File: config.mk
export PLATFORM = sky130hd
export DESIGN_NAME = sram_synaptic_arbiter_flat
export DESIGN_NICKNAME = d
export VERILOG_FILES = /design/src/rtl/sram_synaptic_arbiter_if.sv /design/src/rtl/sram_synaptic_arbiter.sv /design/src/flat_wrapper.sv
export SDC_FILE = /design/constraint.sdc
export NUM_CORES = 1
export LEC_CHECK = 0
export CELL_PAD_IN_SITES_DETAIL_PLACEMENT = 1
export CELL_PAD_IN_SITES_GLOBAL_PLACEMENT = 1
export CORE_MARGIN = 1.5
export CORE_UTILIZATION = 25
export DETAILED_ROUTE_END_ITERATION = 10
export PLACE_DENSITY_LB_ADDON = 0.1
export SYNTH_ARGS = -nofsm -noshare
export SYNTH_HDL_FRONTEND = slang
export SYNTH_SLANG_ARGS = --single-unit
File: constraint.sdc
create_clock -name CK -period 4 [get_ports CK]
set_input_delay 0.6 -clock CK [delete_from_list [all_inputs] [get_ports CK]]
set_output_delay 0.6 -clock CK [all_outputs]
set_load 0.02 [all_outputs]
File: src/rtl/sram_synaptic_arbiter_if.sv
// Handshake and SRAM bus bundle for sram_synaptic_arbiter; slave is the arbiter side,
// master is the requester/SRAM-model side.
interface sram_synaptic_arbiter_if #(
  parameter int ADDR_WIDTH   = 8,
  parameter int DATA_WIDTH   = 32,
  parameter int WEIGHT_WIDTH = 8,
  parameter int LANE_WIDTH   = 2
);
  logic                    rd_req;
  logic [ADDR_WIDTH-1:0]   rd_addr;
  logic                    rd_ready;
  logic                    rd_valid;
  logic [DATA_WIDTH-1:0]   rd_data;

  logic                    upd_req;
  logic [ADDR_WIDTH-1:0]   upd_addr;
  logic [LANE_WIDTH-1:0]   upd_lane;
  logic [WEIGHT_WIDTH-1:0] upd_delta;
  logic                    upd_gnt;
  logic                    upd_done;

  logic                    sram_cs;
  logic                    sram_we;
  logic [ADDR_WIDTH-1:0]   sram_a;
  logic [DATA_WIDTH-1:0]   sram_d;
  logic [DATA_WIDTH-1:0]   sram_q;

  modport slave (
    input  rd_req, rd_addr, upd_req, upd_addr, upd_lane, upd_delta, sram_q,
    output rd_ready, rd_valid, rd_data, upd_gnt, upd_done,
           sram_cs, sram_we, sram_a, sram_d
  );

  modport master (
    output rd_req, rd_addr, upd_req, upd_addr, upd_lane, upd_delta, sram_q,
    input  rd_ready, rd_valid, rd_data, upd_gnt, upd_done,
           sram_cs, sram_we, sram_a, sram_d
  );
endinterface

File: src/rtl/sram_synaptic_arbiter.sv
// Shares a single-port weight SRAM between inference reads (priority, 1/cycle, data 1 cycle after
// accept) and 3-cycle saturating lane RMW updates; optional perf counter under SYN_ARB_PERF_CNT_EN.
module sram_synaptic_arbiter #(
  parameter int ADDR_WIDTH   = 8,
  parameter int DATA_WIDTH   = 32,
  parameter int WEIGHT_WIDTH = 8,
  parameter int LANE_WIDTH   = 2,
  parameter int MAX_STALL    = 8
) (
  input  logic CK,
  input  logic RST_N,
  sram_synaptic_arbiter_if.slave bus
`ifdef SYN_ARB_PERF_CNT_EN
  ,
  output logic [15:0] perf_conflicts
`endif
);

  localparam int LANES = DATA_WIDTH / WEIGHT_WIDTH;
  localparam int SW    = $clog2(MAX_STALL + 1);
  localparam int W     = WEIGHT_WIDTH;

  typedef enum logic [1:0] {IDLE, RMW_CALC, RMW_WR} state_t;

  state_t                  state, state_nxt;
  logic [SW-1:0]           stall_cnt;
  logic                    rd_valid_q;
  logic [ADDR_WIDTH-1:0]   cap_addr;
  logic [LANE_WIDTH-1:0]   cap_lane;
  logic [W-1:0]            cap_delta;
  logic [DATA_WIDTH-1:0]   new_word;

  logic                    force_upd, grant_rd, grant_upd;
  logic                    rd_ready, upd_gnt, upd_done;
  logic                    cs, we;
  logic [ADDR_WIDTH-1:0]   a;
  logic [DATA_WIDTH-1:0]   d;

  logic [W-1:0]            lane_old, lane_sat;
  logic [W:0]              lane_sum;
  logic [DATA_WIDTH-1:0]   merged;

  // Outputs are gated by RST_N so nothing reaches the SRAM while reset is asserted.
  always_comb begin
    state_nxt = state;
    force_upd = 1'b0;
    grant_rd  = 1'b0;
    grant_upd = 1'b0;
    rd_ready  = 1'b0;
    upd_gnt   = 1'b0;
    upd_done  = 1'b0;
    cs        = 1'b0;
    we        = 1'b0;
    a         = '0;
    d         = '0;
    if (RST_N) begin
      case (state)
        IDLE: begin
          force_upd = bus.upd_req && (stall_cnt == SW'(MAX_STALL));
          rd_ready  = !force_upd;
          if (force_upd)        grant_upd = 1'b1;
          else if (bus.rd_req)  grant_rd  = 1'b1;
          else if (bus.upd_req) grant_upd = 1'b1;
          if (grant_rd) begin
            cs = 1'b1;
            a  = bus.rd_addr;
          end
          if (grant_upd) begin
            cs        = 1'b1;
            a         = bus.upd_addr;
            upd_gnt   = 1'b1;
            state_nxt = RMW_CALC;
          end
        end
        RMW_CALC: state_nxt = RMW_WR;
        RMW_WR: begin
          cs        = 1'b1;
          we        = 1'b1;
          a         = cap_addr;
          d         = new_word;
          upd_done  = 1'b1;
          state_nxt = IDLE;
        end
        default: state_nxt = IDLE;
      endcase
    end
  end

  // Lane extract, widened add, and clamp on signed overflow.
  always_comb begin
    lane_old = '0;
    for (int i = 0; i < LANES; i++)
      if (cap_lane == LANE_WIDTH'(i)) lane_old = bus.sram_q[i*W +: W];
    lane_sum = {lane_old[W-1], lane_old} + {cap_delta[W-1], cap_delta};
    if (lane_sum[W] != lane_sum[W-1])
      lane_sat = lane_sum[W] ? {1'b1, {(W-1){1'b0}}} : {1'b0, {(W-1){1'b1}}};
    else
      lane_sat = lane_sum[W-1:0];
    merged = bus.sram_q;
    for (int i = 0; i < LANES; i++)
      if (cap_lane == LANE_WIDTH'(i)) merged[i*W +: W] = lane_sat;
  end

  always_ff @(posedge CK) begin
    if (!RST_N) begin
      state      <= IDLE;
      stall_cnt  <= '0;
      rd_valid_q <= 1'b0;
      cap_addr   <= '0;
      cap_lane   <= '0;
      cap_delta  <= '0;
      new_word   <= '0;
    end else begin
      state      <= state_nxt;
      rd_valid_q <= grant_rd;
      if (grant_upd) begin
        cap_addr  <= bus.upd_addr;
        cap_lane  <= bus.upd_lane;
        cap_delta <= bus.upd_delta;
      end
      if (state == RMW_CALC) new_word <= merged;
      if (!bus.upd_req || grant_upd)
        stall_cnt <= '0;
      else if (grant_rd && stall_cnt != SW'(MAX_STALL))
        stall_cnt <= stall_cnt + SW'(1);
    end
  end

`ifdef SYN_ARB_PERF_CNT_EN
  always_ff @(posedge CK) begin
    if (!RST_N)
      perf_conflicts <= '0;
    else if (state == IDLE && bus.rd_req && bus.upd_req && perf_conflicts != 16'hFFFF)
      perf_conflicts <= perf_conflicts + 16'd1;
  end
`endif

  assign bus.rd_ready = rd_ready;
  assign bus.rd_valid = rd_valid_q;
  assign bus.rd_data  = bus.sram_q;
  assign bus.upd_gnt  = upd_gnt;
  assign bus.upd_done = upd_done;
  assign bus.sram_cs  = cs;
  assign bus.sram_we  = we;
  assign bus.sram_a   = a;
  assign bus.sram_d   = d;

endmodule

File: src/flat_wrapper.sv
// flat-port wrapper written by rule: the top's interface ports become plain ports
module sram_synaptic_arbiter_flat 
#(
  parameter int ADDR_WIDTH   = 8,
  parameter int DATA_WIDTH   = 32,
  parameter int WEIGHT_WIDTH = 8,
  parameter int LANE_WIDTH   = 2,
  parameter int MAX_STALL    = 8
)
  (CK, RST_N, bus_rd_req, bus_rd_addr, bus_upd_req, bus_upd_addr, bus_upd_lane, bus_upd_delta, bus_sram_q, bus_rd_ready, bus_rd_valid, bus_rd_data, bus_upd_gnt, bus_upd_done, bus_sram_cs, bus_sram_we, bus_sram_a, bus_sram_d);
  sram_synaptic_arbiter_if #(.ADDR_WIDTH(ADDR_WIDTH), .DATA_WIDTH(DATA_WIDTH), .WEIGHT_WIDTH(WEIGHT_WIDTH), .LANE_WIDTH(LANE_WIDTH)) bus_i ();
  input  logic CK;
  input  logic RST_N;
  input wire logic [$bits(bus_i.rd_req)-1:0] bus_rd_req;
  input wire logic [$bits(bus_i.rd_addr)-1:0] bus_rd_addr;
  input wire logic [$bits(bus_i.upd_req)-1:0] bus_upd_req;
  input wire logic [$bits(bus_i.upd_addr)-1:0] bus_upd_addr;
  input wire logic [$bits(bus_i.upd_lane)-1:0] bus_upd_lane;
  input wire logic [$bits(bus_i.upd_delta)-1:0] bus_upd_delta;
  input wire logic [$bits(bus_i.sram_q)-1:0] bus_sram_q;
  output wire logic [$bits(bus_i.rd_ready)-1:0] bus_rd_ready;
  output wire logic [$bits(bus_i.rd_valid)-1:0] bus_rd_valid;
  output wire logic [$bits(bus_i.rd_data)-1:0] bus_rd_data;
  output wire logic [$bits(bus_i.upd_gnt)-1:0] bus_upd_gnt;
  output wire logic [$bits(bus_i.upd_done)-1:0] bus_upd_done;
  output wire logic [$bits(bus_i.sram_cs)-1:0] bus_sram_cs;
  output wire logic [$bits(bus_i.sram_we)-1:0] bus_sram_we;
  output wire logic [$bits(bus_i.sram_a)-1:0] bus_sram_a;
  output wire logic [$bits(bus_i.sram_d)-1:0] bus_sram_d;
  assign bus_i.rd_req = bus_rd_req;
  assign bus_i.rd_addr = bus_rd_addr;
  assign bus_i.upd_req = bus_upd_req;
  assign bus_i.upd_addr = bus_upd_addr;
  assign bus_i.upd_lane = bus_upd_lane;
  assign bus_i.upd_delta = bus_upd_delta;
  assign bus_i.sram_q = bus_sram_q;
  assign bus_rd_ready = bus_i.rd_ready;
  assign bus_rd_valid = bus_i.rd_valid;
  assign bus_rd_data = bus_i.rd_data;
  assign bus_upd_gnt = bus_i.upd_gnt;
  assign bus_upd_done = bus_i.upd_done;
  assign bus_sram_cs = bus_i.sram_cs;
  assign bus_sram_we = bus_i.sram_we;
  assign bus_sram_a = bus_i.sram_a;
  assign bus_sram_d = bus_i.sram_d;
  sram_synaptic_arbiter #(.ADDR_WIDTH(ADDR_WIDTH), .DATA_WIDTH(DATA_WIDTH), .WEIGHT_WIDTH(WEIGHT_WIDTH), .LANE_WIDTH(LANE_WIDTH), .MAX_STALL(MAX_STALL)) u_core (.CK(CK), .RST_N(RST_N), .bus(bus_i));
endmodule
==> impl_metrics.csv <==
group,metric,value,unit
finish,area_growth,45.0,%
timing,rsz0062_at_grt,"no",
status,outcome,"complete, no violations",
floorplan,initial_core_util,25.4,%
flow_run,maxCapViolCount,0,
timing,setup-violations-final,0,
grt,grtUsageTotal,19.0,%
setup_path,required,4.15,ns
floorplan,io-pin-count,140,
place,dp_cells,695,
grt,grt_pass1_vias,3753,
yosys,yosysSeqAreaShare,31.2,%
power_and_ir_drop,intPower,1380,uW
clock_network,clock_latency,0.33,ns
detailed_routing,num_vias,3630,
finish,layout.cells.most_common,"clkdlybuf4s50_1",
floorplan,rows,44,
power_and_ir_drop,combPwrFrac,22.7,%
timing,fin_crit_sh,87.7,%
yosys,synth_enable_flop_cells,0,
setup_path,path_class,"input port to flop",
finish,final_cells,710,
detailed_routing,routed_wl,14100,um
clock_network,cts-resized-gates,0,
power_and_ir_drop,power.leakage,0.00195,uW
detailed_routing,detail_route.iter0.violations,172,
setup_path,startpoint_type,"input port",
finish,num-nets-final,595,
yosys,synth.distinct_cells,56,
detailed_routing,final_antenna_net_count,0,
yosys,netlist_area,3660,sq um
grt,grt_max_degree,55,
finish,seq_area,1140,sq um
yosys,yosysWarnings,0,
finish,nFillCells,1696,
power_and_ir_drop,switching_power,521,uW
place,dpl.hpwl,10500,um
clock_network,clk_pin_slew,0.05,ns
power_and_ir_drop,pwr-share-clk,45.1,%
floorplan,core_area,14400,sq um
yosys,syn_inst,427,
detailed_routing,first_pass_iters,5,
setup_path,cp.arrival,3.66,ns
grt,antenna_found_initial,0,
timing,max-slew-margin-rel,30.9,%
detailed_routing,wire_per_inst,19.8,um
clock_network,numCtsBuffers,9,
yosys,syn-num-nets,500,
yosys,synth_seq_cells,57,
hold_path,hold_path.class,"flop to flop",
timing,fin_crit,3.51,ns
floorplan,die_h,124,um
grt,overflow,0,
place,port_buffers,139,
power_and_ir_drop,peakVddDrop,191,uV
power_and_ir_drop,p_sw_share,27.3,%
yosys,synthArstFlopShare,0,%
timing,drv_slew,0,
floorplan,die_w,124,um
power_and_ir_drop,seqPwrFrac,32.2,%
clock_network,hold_buffers,0,
finish,layout_common_cells,"138 x clkdlybuf4s50_1, 57 x dfxtp_1, 42 x nand3_1",
clock_network,cts.sinks,57,
finish,multiInputGateArea,2110,sq um
yosys,yosys_most_used_dff,"dfxtp_1",
power_and_ir_drop,power_density,359,nW/um^2
detailed_routing,viasPerCell,5.11,
place,routabilityCongestion,0.841,
finish,antenna-diode-count,0,
grt,grt_pass1_wl,21600,um
clock_network,h-tree-depth,3,
timing,skew,0.00635,ns
detailed_routing,route.detailed.drc,0,
timing,clock.fmax,0.285,GHz
yosys,avgSynthCellArea,8.57,sq um
timing,tightest_slew,1.03,ns
clock_network,root_buffer,"clkbuf_16",
clock_network,cts_post_setup_buffers_inserted,0,
timing,hold_viol,0,
setup_path,endpoint_kind,"flop",
finish,drive_gt1_share,8.56,%
floorplan,die_area,15400,sq um
timing,fin_tns_setup,0,ns
setup_path,cp_max_fo,5,
clock_network,clockBufferDepth,2,
clock_network,tritoncts,"yes",
[critical path: stages]
cell	delay (ns)
clkdlybuf4s50_1	0.47
mux4_2	0.51
ha_1	0.25
fa_1	0.45
a211oi_2	0.30
o21a_1	0.25
o21ai_2	0.10
mux2_4	0.30
a21oi_2	0.24
o221ai_1	0.18
[kinds of logic after synthesis]
group | after synthesis | share of synthesized area (%)
DFF | 57 | 31.2
adders and majority gates | 11 | 3.97
and+or+nand+nor | 164 | 23.6
xor gates and xnor gates | 6 | 1.44
buffers and inverters | 75 | 11.3
muxes | 11 | 5.98
AOI/OAI and AO/OA | 103 | 22.5
[through the flow]
stage	setup slack [ns]	total power [uW]	util, %	hold slack [ns]	instance area, sq um
floorplan	0.692	885	-	0.443	3660
global placement	0.285	1050	34.5	0.451	4970
detailed placement	0.211	1060	34.5	0.458	4970
CTS	0.501	1930	36.8	0.465	5310
global route	0.334	1990	36.8	0.486	5310
finish	0.490	1910	36.8	0.461	5310
[power by group through the flow]
| stage | Combinational [uW] | Clock (uW) | Sequential (uW) |
|---|---|---|---|
| floorplan | 270 | 0 | 615 |
| global placement | 429 | 0 | 625 |
| detailed placement | 433 | 0 | 624 |
| CTS | 437 | 879 | 613 |
| global route | 472 | 907 | 616 |
| finish | 433 | 859 | 613 |
[final timing paths]
check / startpoint / endpoint / slack [ns] / depth (start not counted)
min reg2reg: u_core.cap_addr[1]$_SDFFE_PN0P_ / u_core.cap_addr[1]$_SDFFE_PN0P_ / 0.46 / 2
min: u_core.cap_addr[1]$_SDFFE_PN0P_ / u_core.cap_addr[1]$_SDFFE_PN0P_ / 0.46 / 2
max reg2reg: u_core.cap_lane[0]$_SDFFE_PN0P_ / u_core.new_word[1]$_SDFFE_PN0N_ / 0.67 / 9
max: bus_sram_q[24] / u_core.new_word[1]$_SDFFE_PN0N_ / 0.49 / 10
[synth_stat cells, drive strengths merged, types with 6 or more instances]
master   n  area (sq um)
nand4    6          37.5
buf     39           275
dfxtp   57          1140
nor2    17          63.8
inv     11          41.3
o221ai  18           158
ha      10           125
o211ai   7          52.6
nor2b    8          50.1
a21boi   7          52.6
nand3   42           210
nand2b   7          43.8
a21oi   14          77.6
and2    35           219
a22o    18           159
nand2   35           131
mux4     8           180
o21ai   14          85.1
clkbuf  25          95.1
[final cells by class]
type	count	area share, %
multi-input combinational	295	39.7
timing repair buffer	148	27.4
sequential	57	21.5
clock buffer	13	5.09
tap	184	4.34
clock inverter	2	1.13
inverter	11	0.778
[per-layer routing]
| metal | vias up | wire, um | GRT usage [%] | part of all wire, % |
|---|---|---|---|---|
| met3 | 13 | 792 | 3.02 | 5.6 |
| met5 | - | 0 | 0 | 0 |
| li1 | 1721 | - | - | - |
| met2 | 102 | 6490 | 29.6 | 46 |
| met4 | 0 | 192 | 6.18 | 1.4 |
| met1 | 1794 | 6590 | 26.9 | 47 |
[registers in the layout, indices dropped and copies added, names as in the netlist]
name,flops
u_core.new_word,32
u_core.state,2
u_core.bus.rd_valid,1
u_core.cap_lane,2
u_core.stall_cnt,4
u_core.cap_delta,8
u_core.cap_addr,8
(Power assumes the default switching activity.)
